===== config.mk =====
export PLATFORM = sky130hd
export DESIGN_NAME = m_mem_arb
export DESIGN_NICKNAME = d
export VERILOG_FILES = /design/src/rtl/m_mem_arb.sv
export SDC_FILE = /design/constraint.sdc
export NUM_CORES = 1
export LEC_CHECK = 0
export CORE_ASPECT_RATIO = 0.5
export CORE_MARGIN = 1.5
export CORE_UTILIZATION = 35
export DETAILED_ROUTE_END_ITERATION = 12
export GPL_TIMING_DRIVEN = 0
export PLACE_DENSITY_LB_ADDON = 0.2
export SLEW_MARGIN = 20
export SYNTH_ARGS = -nofsm -noshare
export SYNTH_HDL_FRONTEND = slang
export SYNTH_SLANG_ARGS = --single-unit

===== constraint.sdc =====
create_clock -name w_clk -period 1.95 [get_ports w_clk]
set_input_delay 0.4875 -clock w_clk [delete_from_list [all_inputs] [get_ports w_clk]]
set_output_delay 0.4875 -clock w_clk [all_outputs]
set_load 0.01 [all_outputs]

===== src/rtl/m_mem_arb.sv =====
// m_mem_arb: two-port arbiter/sequencer sharing one handshaked memory
// between the core's instruction-fetch port (i) and data port (d).
// One memory transaction outstanding at a time; FSM IDLE -> WAIT -> RESP.
//
// Optional feature macro: MEM_ARB_RR_EN
//   defined   : round-robin on conflict (1-bit last-granted pointer)
//   undefined : fixed priority, data port always wins a conflict
//
// Handshake: a port holds *_req with its address/we/wdata stable until its
// one-cycle *_oe pulse; on the memory side w_m_req is held with stable
// w_m_* until the one-cycle w_m_ack. Acks outside WAIT are ignored.
// w_state exposes the FSM state (IDLE=0, WAIT=1, RESP=2) for debug.
module m_mem_arb #(
    parameter int AW = 32,
    parameter int DW = 32,
    parameter int CW = 32
) (
    input  logic          w_clk,
    input  logic          w_rst_n,
    input  logic          w_i_req,
    input  logic [AW-1:0] w_i_addr,
    output logic [DW-1:0] w_i_rdata,
    output logic          w_i_oe,
    input  logic          w_d_req,
    input  logic          w_d_we,
    input  logic [AW-1:0] w_d_addr,
    input  logic [DW-1:0] w_d_wdata,
    output logic [DW-1:0] w_d_rdata,
    output logic          w_d_oe,
    output logic          w_m_req,
    output logic          w_m_we,
    output logic [AW-1:0] w_m_addr,
    output logic [DW-1:0] w_m_wdata,
    input  logic [DW-1:0] w_m_rdata,
    input  logic          w_m_ack,
    output logic [CW-1:0] w_i_cnt,
    output logic [CW-1:0] w_d_cnt,
    output logic [1:0]    w_state
);

    localparam logic [1:0] S_IDLE = 2'd0;
    localparam logic [1:0] S_WAIT = 2'd1;
    localparam logic [1:0] S_RESP = 2'd2;

    localparam logic OWN_I = 1'b0;
    localparam logic OWN_D = 1'b1;

    localparam logic [CW-1:0] CNT_ONE = {{(CW-1){1'b0}}, 1'b1};

    logic [1:0] state;
    logic       owner;
    logic       any_req;
    logic       grant_d;

`ifdef MEM_ARB_RR_EN
    // Last granted port; reset value OWN_I so data wins the first conflict.
    logic rr_ptr;

    // Round-robin: data wins if alone, or on conflict when fetch was last granted.
    always_comb begin
        any_req = w_i_req || w_d_req;
        grant_d = w_d_req && (!w_i_req || (rr_ptr == OWN_I));
    end

    // Pointer follows every grant taken in IDLE.
    always_ff @(posedge w_clk) begin
        if (!w_rst_n) begin
            rr_ptr <= OWN_I;
        end else if ((state == S_IDLE) && any_req) begin
            rr_ptr <= grant_d;
        end
    end
`else
    // Fixed priority: any data request beats a fetch request.
    always_comb begin
        any_req = w_i_req || w_d_req;
        grant_d = w_d_req;
    end
`endif

    assign w_state = state;

    // Sequencer: grant in IDLE, hold memory request until ack, pulse oe in RESP.
    always_ff @(posedge w_clk) begin
        if (!w_rst_n) begin
            state     <= S_IDLE;
            owner     <= OWN_I;
            w_m_req   <= 1'b0;
            w_m_we    <= 1'b0;
            w_m_addr  <= '0;
            w_m_wdata <= '0;
            w_i_rdata <= '0;
            w_d_rdata <= '0;
            w_i_oe    <= 1'b0;
            w_d_oe    <= 1'b0;
            w_i_cnt   <= '0;
            w_d_cnt   <= '0;
        end else begin
            // oe pulses last exactly one cycle (the RESP cycle)
            w_i_oe <= 1'b0;
            w_d_oe <= 1'b0;
            case (state)
                S_IDLE: begin
                    if (any_req) begin
                        owner   <= grant_d;
                        w_m_req <= 1'b1;
                        if (grant_d) begin
                            w_m_addr  <= w_d_addr;
                            w_m_we    <= w_d_we;
                            w_m_wdata <= w_d_wdata;
                        end else begin
                            // fetches are always reads
                            w_m_addr  <= w_i_addr;
                            w_m_we    <= 1'b0;
                            w_m_wdata <= '0;
                        end
                        state <= S_WAIT;
                    end
                end
                S_WAIT: begin
                    if (w_m_ack) begin
                        w_m_req <= 1'b0;
                        w_m_we  <= 1'b0;
                        if (owner == OWN_D) begin
                            // a store returns 0 to the data port
                            w_d_rdata <= w_m_we ? '0 : w_m_rdata;
                            w_d_oe    <= 1'b1;
                            w_d_cnt   <= w_d_cnt + CNT_ONE;
                        end else begin
                            w_i_rdata <= w_m_rdata;
                            w_i_oe    <= 1'b1;
                            w_i_cnt   <= w_i_cnt + CNT_ONE;
                        end
                        state <= S_RESP;
                    end
                end
                S_RESP: begin
                    // requests are not sampled here; requester updates them now
                    state <= S_IDLE;
                end
                default: begin
                    state <= S_IDLE;
                end
            endcase
        end
    end

endmodule


After elaboration in Yosys (flattened, before gate mapping)
Cells that the tools add are included.
{ "word_totals": {"input_bits": 134, "output_inout_bits": 198, "regBits": 199} }
{ "op_classes": {"n_mux": 14, "n_bitwise": 1, "n_reduce_logical": 9, "n_eq_ne": 3, "n_addsub": 2} }
{ "ops": {"columns": ["operator", "count"], "rows": [
  ["$mux W32", 3],
  ["$add A32 B1 Y32 const B", 2],
  ["$reduce_and A3 Y1", 4],
  ["$mux W1", 6],
  ["$mux W2", 2],
  ["$ne A2 B2 Y1 const B", 2],
  ["$pmux W1 S2", 2],
  ["$pmux W2 S2", 1],
  ["$reduce_and A2 Y1", 2],
  ["$eq A2 B1 Y1 const B", 1],
  ["$logic_not A2 Y1", 1],
  ["$reduce_bool A2 Y1", 1],
  ["$logic_or A1 B1 Y1", 1],
  ["$not A1 Y1", 1]
]} }

Longest topological paths before layout
Gate-level depths: netlist of the first run.
{ "depth": {"depth_word": 3, "ltp_mapped": 6} }

Worst setup path after synthesis of the first run
No wires, ideal clock.
{ "synth_timing": {"path_type": "register to register", "start": "register w_d_cnt[7]", "end": "register w_d_cnt[30]", "setup_time_ns": 0.070, "path_stages_with_launch": 7, "setup_slack_ns": -0.063, "synth_period_minus_slack_ns": 2.013, "arrival_ns": 1.942, "required_time_ns": 1.880, "cell_sequence": "dfxtp_1 > nand4_1 > or4_1 > buf_2 > buf_6 > or4_1 > a21oi_1"} }
{ "synth_between": {"elab_chain_cells": 1} }
{ "synth_rtl": {"columns": ["element", "line", "source"], "rows": [
  ["from (decl)", "37", "output logic [CW-1:0] w_d_cnt,"],
  ["from (signal assigned)", "128", "w_d_cnt <= w_d_cnt + CNT_ONE;"],
  ["$add A32 B1 Y32", "128", null]
]} }
No other way between the ends.
A chain may end at the register's enable or synchronous reset.

Final worst setup path of the first run
{ "layout_timing": {"start": "register state[1], in the netlist w_state[1]", "end": "register w_i_cnt[31]"} }
{ "layout_between": {"elab_chain_cells": 2} }
{ "layout_rtl": {"columns": ["element", "line", "source"], "rows": [
  ["from (decl)", "50", "logic [1:0] state;"],
  ["from (signal assigned)", "86", "state <= S_IDLE;"],
  ["from (signal assigned)", "117", "state <= S_WAIT;"],
  ["from (signal assigned)", "134", "state <= S_RESP;"],
  ["$eq A2 B1 Y1", "102", "case (state)"],
  ["$reduce_and A3 Y1 (no source line)", null, null],
  ["to (signal assigned)", "132", "w_i_cnt <= w_i_cnt + CNT_ONE;"],
  ["to (decl)", "36", "output logic [CW-1:0] w_i_cnt,"]
]} }
No other way between the ends.

==> results of run 1 <==
-- layer usage --
metal	global-route usage	vias up
li1	-	4049
met1	0.277	3982
met2	0.377	235
met3	0.0501	46
met4	0.0864	0
met5	0	-
-- logic make-up (layout without fill, tap and decap cells) --
kind of cell	after synthesis	after routing
buffers and inverters	79	458
adders and majority gates	2	2
and+or+nand+nor	375	375
DFF	199	199
muxes	38	38
xor gates and xnor gates	17	17
AOI/OAI and AO/OA	214	214
-- power by group --
part	total (mW)	leakage (nW)	internal (mW)	switching, mW
logic	1.32	2.80	0.704	0.613
registers	4.31	1.65	4.21	0.103
clock network	3.75	0.300	2.09	1.67
total	9.38	4.75	7.00	2.38
-- critical path, stage by stage, from the launching register on --
cell	delay, ps
dfxtp_4	370
buf_6	120
nand4b_1	220
or4_4	610
buf_12	170
nor4_4	240
mux2i_1	210
-- through the flow --
| step | hold WS, ps | utilization | worst slack [ps] | std cells |
|---|---|---|---|---|
| global placement | 439 | 0.518 | -862 | 1561 |
| detailed placement | 444 | 0.518 | -873 | 1561 |
| floorplan | 476 | - | -19.8 | 924 |
| global route | 471 | 0.569 | -123 | 1610 |
| finish | 453 | 0.569 | -44.2 | 1610 |
| CTS | 454 | 0.556 | -24.3 | 1601 |
-- worst min-delay path by stage --
stage | slack [ps] | cells after the start | end | start
after global placement | 440 | 2 | w_d_rdata[4] | w_d_rdata[4]
after floorplan | 480 | 2 | w_d_rdata[0] | w_d_rdata[0]
after global routing | 470 | 2 | w_d_rdata[28] | w_d_rdata[28]
after detailed placement | 440 | 2 | w_d_rdata[28] | w_d_rdata[28]
final | 450 | 2 | w_d_rdata[28] | w_d_rdata[28]
after CTS | 450 | 2 | w_d_rdata[28] | w_d_rdata[28]
-- layout by cell type (no fill, tap or decap), types with 4 or more instances in the layout --
cell type          n
dfxtp_4           17
nand4_1           20
o31ai_1           24
dlygate4sd2_1     11
o21ai_0           12
nor4_1             4
or3_1             10
or4_4              8
inv_6              5
clkbuf_1          17
or4_1             24
nor4_4             4
mux2i_1           38
nand2b_1           8
xor2_1             6
buf_1              4
inv_1              9
clkbuf_2          37
nand3b_1          34
and3_1             6
a21oi_1          104
clkbuf_16         18
buf_6              4
dfxtp_1          149
dfxtp_2           33
and4_1             4
nand2_1          124
clkdlybuf4s50_1  309
a211oi_1          32
dlymetal6s2s_1     9
nand3_1           16
xnor2_1           11
a22oi_1           32
buf_4             22
nor2_1            87
-- flip-flops by register name, indices dropped and copies added, names as in the netlist, 2 cells and up --
name	count
w_state	2
w_m_wdata	32
w_d_cnt	32
w_i_rdata	32
w_i_cnt	32
w_d_rdata	32
w_m_addr	32
-- Yosys cell counts, types with 9 or more instances --
cell type,instances,area (sq um)
mux2i_1,38,380
or4_1,32,240
or3_1,12,75.1
dfxtp_1,199,3980
nor2_1,87,327
o31ai_1,26,195
a22oi_1,32,240
o21ai_0,12,60.1
a21oi_1,107,536
nand3_1,18,90.1
nand2_1,125,469
xnor2_1,11,96.3
nand3b_1,34,255
nor4_1,9,56.3
inv_1,9,33.8
nand4_1,20,125
a211oi_1,32,240
clkbuf_1,63,236
-- layout make-up --
| type | count | area, sq um | share of cell area |
|---|---|---|---|
| Buffer | 65 | 338 | 0.0261 |
| Clock buffer | 18 | 439 | 0.0339 |
| Clock inverter | 14 | 183 | 0.0141 |
| Inverter | 9 | 33.8 | 0.00261 |
| Multi-Input combinational cell | 646 | 3990 | 0.308 |
| Sequential cell | 199 | 4090 | 0.316 |
| Tap cell | 307 | 384 | 0.0297 |
| Timing Repair Buffer | 352 | 3500 | 0.270 |
-- what timing repair did --
| action | CTS | global route |
|---|---|---|
| gates cloned | 0 | 1 |
| gates resized for setup | 89 | 120 |
| hold buffers | 0 | 0 |
| endpoints found under the hold margin | 0 | 0 |
| setup buffers | 11 | 10 |
| endpoints found under the setup margin | 224 | 180 |
| pin swaps | 7 | 13 |
==> results.toml, run 1 <==
[detailed_routing]
drt_iter0_drc = 509
routed_via_density = 5.16
routed.top_layer = "met4"
via_count = 8312
post_drt_wl_per_cell_um = 17.1
antenna_left = 0
drt_pass1_iterations = 4
wl_um = 27500
wl_met2_um = 13400
post-route-drc-count = 0
met3WireLength_um = 1320
wl_met1_um = 12100

[timing]
fin_crit_sh = 1.02
fin_tns_setup_ps = -44.2
max_slew_margin = 0.519
fmax_mhz = 501
rsz0062_at_grt = "yes"
tightest_slew_ps = 721
skew_ps = 10.4
timing.final.ws_setup_ps = -44.2
drv_slew = 0
hold_viol = 0
setup_violations = 1
period_needed_ps = 1990

[critical_path]
critPathLaunchType = "register"
rr_worst_depth = 6
critical_path_arrival_ps = 2360
cp-startpoint = "w_state[1]"
crit_path_end_kind = "register"
regToRegSetupSlack_ps = -40
crit_required_ps = 2320
timing.rr.start = "w_state[1]"
reg2reg_to = "w_i_cnt[31]"
critPathKind = "reg2reg"
cp-endpoint = "w_i_cnt[31]"
critical_path_peak_fanout = 6

[yosys]
ys_seq_elements = 199
synthMuxAreaShare = 0.0471
synth_compound_area_frac = 0.162
synthXorXnorAreaFrac = 0.0184
synth_edf_count = 0
synth_ff_type = "dfxtp_1"
yosysSeqAreaShare = 0.493
yosys.area_share.adder = 0.00310
async_flop_share = 0
synth-simple-area-share = 0.238
synth_fp_nets = 1060
synthCells = 924
syn_area_per_cell_sq_um = 8.74
ys.warnings.count = 0
synth_top_family_by_area = "simple AND/OR/NAND/NOR gates"
yosysUniqueCellTypes = 44
synthesis.area_sq_um = 8080

[floorplan]
core_sq_um = 22700
rows = 39
io_pins = 332
die_w_um = 218
die_h_um = 110
die_area_sq_um = 24100
initial_core_util = 0.355

[placement]
io_buffers = 330
gp_congestion = 0.839
placed_area_sq_um = 11800
hpwl_um = 20400

[status]
status = "finished with violations"
violations = "setup timing"

[clock_tree]
cts_buffers = 17
cts_tree = "built"
cts_root_buf = "clkbuf_16"
clk_pin_slew_ps = 70
clock_path_buffers = 2
htreeDepth = 4
clock_sinks = 199
insertion_delay_ps = 440

[grt]
grt_use_total = 0.223
grt_pass1_vias = 8021
overflow = 0
grt_pass1_wl_um = 42700
antenna_found_initial = 1
grt_start_max_net_pins = 19

[cells_and_area]
diodes = 0
drive_above_1_share = 0.141
design_area_sq_um = 12900
fin_nets = 1426
syn_to_final_growth_pct = 60.3
num-fill-cells = 2050

[pwr]
leakage_nw = 4.75
vdd_drop_max_mv = 0.444
total_power_mw = 9.38
powerDensity_nw_per_um2 = 725

[job]
max_cap_viol_count = 0

[min_path]
hold_path_class = "reg2reg"
(Power assumes the default switching activity.)
==> run 2: changes to the inputs <==
--- a/config.mk
+++ b/config.mk
@@ -6,9 +6,9 @@
 export NUM_CORES = 1
 export LEC_CHECK = 0
 export CORE_ASPECT_RATIO = 0.5
-export CORE_MARGIN = 1.5
 export CORE_UTILIZATION = 35
 export DETAILED_ROUTE_END_ITERATION = 12
+export DONT_BUFFER_PORTS = 1
 export GPL_TIMING_DRIVEN = 0
 export PLACE_DENSITY_LB_ADDON = 0.2
 export SLEW_MARGIN = 20
==> run 2 against run 1 <==
Compared with the run above:
- the flow still finishes with violations (setup timing)
- critical path type unchanged
- worst setup slack improved by 34 ps
- sequential share of layout area increased by 11 points
- count of clock-buffer cells in the layout increased by 4
- clock skew decreased by 1.9 ps
==> results.toml, run 2 (synthesis results as in run 1) <==
[cells_and_area]
syn_to_final_growth_pct = 20.1
fin_nets = 1085
drive_above_1_share = 0.176
num-fill-cells = 2181
final_cell_mix = "dfxtp_1 (151), nand2_1 (124), a21oi_1 (98)"
final_common_cell = "dfxtp_1"
instances_no_fill = 1262
diodes = 0

[min_path]
hold_path_class = "in2reg"
hold_depth = 2

[placement]
io_buffers = 0
gp_congestion = 0.773
dp.cells = 1224
hpwl_um = 18300

[critical_path]
path_depth = 5
path_cells = "nand4_1 -> or4_4 -> buf_6 -> or4_1 -> a21oi_1"
crit_required_ps = 2320
critPathKind = "reg2reg"
timing.critical_path.slowest_stage_cell = "or4_4"
crit_path_end_kind = "register"
rr_worst_depth = 5
critical_path.max_stage_delay_ps = 640
critical_path_peak_fanout = 7
critPathLaunchType = "register"
crit_buf_inv = 1
critPathTopFamily = "simple AND/OR/NAND/NOR gates"
critical_path_arrival_ps = 2330

[floorplan]
core_sq_um = 22200
die_h_um = 109
io_pins = 332
rows = 38
die_w_um = 217
initial_core_util = 0.365
die_area_sq_um = 23700

[job]
max_cap_viol_count = 0

[clock_tree]
clock_path_buffers = 2
cts_root_buf = "clkbuf_16"
clk_pin_slew_ps = 70
clock_sinks = 199
htreeDepth = 4
holdBufCountCts = 0
insertion_delay_ps = 440
cts_tree = "built"
cts_buffers = 17

[detailed_routing]
drt_iter0_drc = 436
routed_via_density = 5.58
post_drt_wl_per_cell_um = 20.0
wl_um = 25200
antenna_left = 0
drt_pass1_iterations = 7
post-route-drc-count = 0
via_count = 7042

[grt]
antenna_found_initial = 0
grt_pass1_vias = 6716
grt_start_max_net_pins = 17
grt_use_total = 0.205
grt_pass1_wl_um = 37800
overflow = 0

[timing]
timing.final.ws_setup_ps = -10.3
hold_viol = 0
rsz0062_at_grt = "yes"
tightest_slew_ps = 757
fmax_mhz = 510
hold_ws_ps = 168
fin_crit_sh = 1.01
skew_ps = 8.46
drv_slew = 0
setup_violations = 2
max_slew_margin = 0.492
period_needed_ps = 1960

[pwr]
vdd_drop_max_mv = 0.425
leakage_nw = 3.27
powerDensity_nw_per_um2 = 895

[status]
status = "finished with violations"
violations = "setup timing"
[run 2: cell count changes in the layout (fill, tap and decap cells not counted), moves of 8 or more]
cell,before,now
clkbuf_2,37,14
dlygate4sd2_1,11,0
clkdlybuf4s50_1,309,0
dfxtp_2,33,23
dlymetal6s2s_1,9,0
clkbuf_1,17,40
dfxtp_4,17,25
buf_4,22,9
[run 2: per-layer routing]
metal	global-route usage	vias up	wire length [um]
li1	-	3376	-
met1	0.254	3444	11100
met2	0.347	198	12400
met3	0.0575	24	1340
met4	0.0689	0	350
met5	0	-	0
[run 2: per-stage QoR]
stage / util / setup WS [ps] / cell area, sq um / TNS [ps] / power [mW]
final: 0.438 / -10.3 / 9700 / -19.8 / 8.68
after global routing: 0.438 / -73.0 / 9700 / -441 / 9.04
after CTS: 0.422 / -51.8 / 9350 / -139 / 8.78
after detailed placement: 0.382 / -424 / 8470 / -36490 / 5.15
after global placement: 0.382 / -395 / 8470 / -31360 / 5.13
after floorplan: - / -19.8 / 8100 / -46.7 / 4.94
[run 2: worst reg2reg max path, stage by stage, from the launching register on]
cell and delay (ps):
dfxtp_4 390, nand4_1 180, or4_4 640, buf_6 160, or4_1 400, a21oi_1 130
[run 2: final cells by class]
type | count | area [sq um] | area share
timing repair buffer | 10 | 100 | 0.0103
clock inverter | 10 | 118 | 0.0121
tap | 300 | 375 | 0.0387
multi-input combinational | 646 | 4150 | 0.428
clock buffer | 22 | 494 | 0.0510
sequential | 199 | 4110 | 0.423
buffer | 66 | 319 | 0.0329
inverter | 9 | 33.8 | 0.00348
[run 2: what timing repair did]
action,in CTS,in global routing
pin swaps,13,25
resized for setup,99,84
setup endpoints to repair,165,153
cloned,0,1
setup buffers,3,6
[run 2: worst paths after layout]
kind | start | end | slack, ps
setup / recovery | w_d_cnt[12] | w_d_cnt[30] | -10
hold / removal | w_m_rdata[24] | w_i_rdata[24] | 170
setup reg to reg | w_d_cnt[12] | w_d_cnt[30] | -10
hold reg to reg | w_i_rdata[6] | w_i_rdata[6] | 500
[run 2: power breakdown]
part	switching [mW]	internal [mW]	total, mW	leakage, nW
registers	0.225	4.20	4.43	1.65
clock network	1.59	2.07	3.65	0.302
logic	0.389	0.213	0.602	1.32
==> run 3: changes to the inputs <==
--- a/config.mk
+++ b/config.mk
@@ -10,7 +10,7 @@
 export DETAILED_ROUTE_END_ITERATION = 12
 export DONT_BUFFER_PORTS = 1
 export GPL_TIMING_DRIVEN = 0
-export PLACE_DENSITY_LB_ADDON = 0.2
+export PLACE_DENSITY = 0.57
 export SLEW_MARGIN = 20
 export SYNTH_ARGS = -nofsm -noshare
 export SYNTH_HDL_FRONTEND = slang
==> run 3 against run 2 <==
Compared with the run above:
- the run now ends clean
- count of clock-buffer cells in the layout shrank 5
- clock power shrank 1%
- worst setup slack gained 13 ps
- sequential share of layout area grew 0.53 points
- cell count is essentially flat
- via count grew 1.1%
- register-to-register slack is essentially flat
- power shrank 0.45%
- hold slack lost 9.2 ps
- critical path depth is the same
- critical endpoint unchanged
- largest cell class is now registers
- highest routed layer unchanged
==> results.toml, run 3 (synthesis results as in run 1) <==
[pwr]
powerDensity_nw_per_um2 = 901
leakage_nw = 3.23
clkPwrFrac = 0.418
p_comb_frac = 0.070
pwr-share-seq = 0.512
internal-power_mw = 6.24
p_sw_mw = 2.41
vdd_drop_max_mv = 0.524
swShare = 0.279

[clock_tree]
clock_path_buffers = 2
cts_buffers = 17
cts_tree = "built"
cts_root_buf = "clkbuf_16"
clock_sinks = 199
htreeDepth = 4
insertion_delay_ps = 460
clk_pin_slew_ps = 80

[placement]
gp_congestion = 0.846
hpwl_um = 19300
io_buffers = 0

[grt]
grt_start_max_net_pins = 20
grt_pass1_vias = 6655
grt_pass1_wl_um = 39000
grt_use_total = 0.215
overflow = 0
antenna_found_initial = 0

[detailed_routing]
post_drt_wl_per_cell_um = 20.7
post-route-drc-count = 0
drt_pass1_iterations = 5
antenna_left = 0
routed_via_density = 5.64
drt_iter0_drc = 475
via_count = 7117
wl_um = 26100

[floorplan]
die_w_um = 217
initial_core_util = 0.365
die_h_um = 109
core_sq_um = 22200
rows = 38
die_area_sq_um = 23700
io_pins = 332

[timing]
max_slew_margin = 0.479
skew_ps = 8.68
tightest_slew_ps = 782
fin_crit_sh = 0.999
fmax_mhz = 513
rsz0062_at_grt = "yes"
setup_violations = 0
fin_tns_setup_ps = 0
drv_slew = 0
hold_viol = 0
period_needed_ps = 1950

[critical_path]
crit_path_end_kind = "register"
cp_common_cell = "or4_4"
critPathLaunchType = "register"
critical_path_arrival_ps = 2330
path_cells = "nand4_1 -> or4_4 -> buf_6 -> or4_4 -> a21oi_2"
timing.critical_path.slowest_stage_cell = "or4_4"
crit_required_ps = 2330
critical_path_peak_fanout = 7
critical_path.max_stage_delay_ps = 620
critPathKind = "reg2reg"

[cells_and_area]
syn_to_final_growth_pct = 18.7
final_common_cell = "dfxtp_1"
diodes = 0
fin_nets = 1084
final_cell_mix = "dfxtp_1 (151), nand2_1 (124), a21oi_1 (101)"
utilization = 0.433
num-fill-cells = 2255
drive_above_1_share = 0.168

[status]
status = "completed"

[min_path]
hold_path_class = "in2reg"

[job]
max_cap_viol_count = 0
-- run 3: cell types whose count changed in the layout (fill, tap and decap cells not counted), moves of 3 or more --
cell / before / now
clkbuf_8: 5 / 0
inv_8: 0 / 5
a21oi_1: 98 / 101
a21oi_2: 9 / 6
clkbuf_1: 40 / 37
inv_6: 1 / 4
o31ai_2: 3 / 6
o31ai_4: 6 / 3
or4_1: 22 / 25
or4_4: 10 / 7
-- run 3: layout make-up --
type	instances	area [sq um]	area share
multi-input combinational	646	4080	0.425
sequential	199	4110	0.429
clock inverter	15	160	0.0167
buffer	64	310	0.0324
inverter	9	33.8	0.00352
timing repair buffer	11	95.1	0.00992
clock buffer	17	425	0.0444
tap	300	375	0.0391
-- run 3: critical path: cells and delay by family, from the launching register on --
family                 cells  cell delay [ps]
AO/OA/AOI/OAI              1              130
buffers and inverters      1              160
AND/OR/NAND/NOR            3             1170
flip-flops                 1              410
-- run 3: through the flow --
| stage | hold slack, ps | setup WS (ps) | total power, mW | std cells | cell area [sq um] |
|---|---|---|---|---|---|
| 6_report | 159 | 2.50 | 8.64 | 1261 | 9590 |
| 3_3_place_gp | 493 | -399 | 5.14 | 1224 | 8470 |
| 3_5_place_dp | 496 | -424 | 5.16 | 1224 | 8470 |
| 4_1_cts | 141 | -2.10 | 8.72 | 1260 | 9340 |
| 2_1_floorplan | 476 | -19.8 | 4.94 | 924 | 8100 |
| 5_1_grt | 137 | -54.3 | 8.99 | 1261 | 9590 |
-- run 3: path summary, 6_finish.rpt --
check / end / slack [ps] / cells after the start / startpoint
max reg2reg: w_d_cnt[30] / 3 / 5 / w_d_cnt[10]
max: w_d_cnt[30] / 3 / 5 / w_d_cnt[10]
min reg2reg: w_i_rdata[29] / 500 / 2 / w_i_rdata[29]
min: w_i_rdata[8] / 160 / 2 / w_m_rdata[8]
-- run 3: timing repair --
item	in CTS	in global routing
hold buffers	0	0
buffers inserted	7	4
pin swaps	10	16
endpoints found under the setup margin	134	134
resized for setup	100	72
-- run 3: routing by layer --
| layer | vias up | track usage | wire length [um] |
|---|---|---|---|
| met1 | 3471 | 0.263 | 11400 |
| li1 | 3390 | - | - |
| met5 | - | 0 | 0 |
| met4 | 0 | 0.0755 | 600 |
| met2 | 214 | 0.370 | 12900 |
| met3 | 42 | 0.0553 | 1250 |
-- run 3: power groups by stage --
stage / Sequential [mW] / Clock, mW / Combinational [mW]
2_1_floorplan: 4.49 / 0 / 0.448
3_3_place_gp: 4.56 / 0 / 0.580
3_5_place_dp: 4.56 / 0 / 0.597
4_1_cts: 4.44 / 3.68 / 0.602
5_1_grt: 4.45 / 3.86 / 0.684
6_report: 4.43 / 3.61 / 0.605
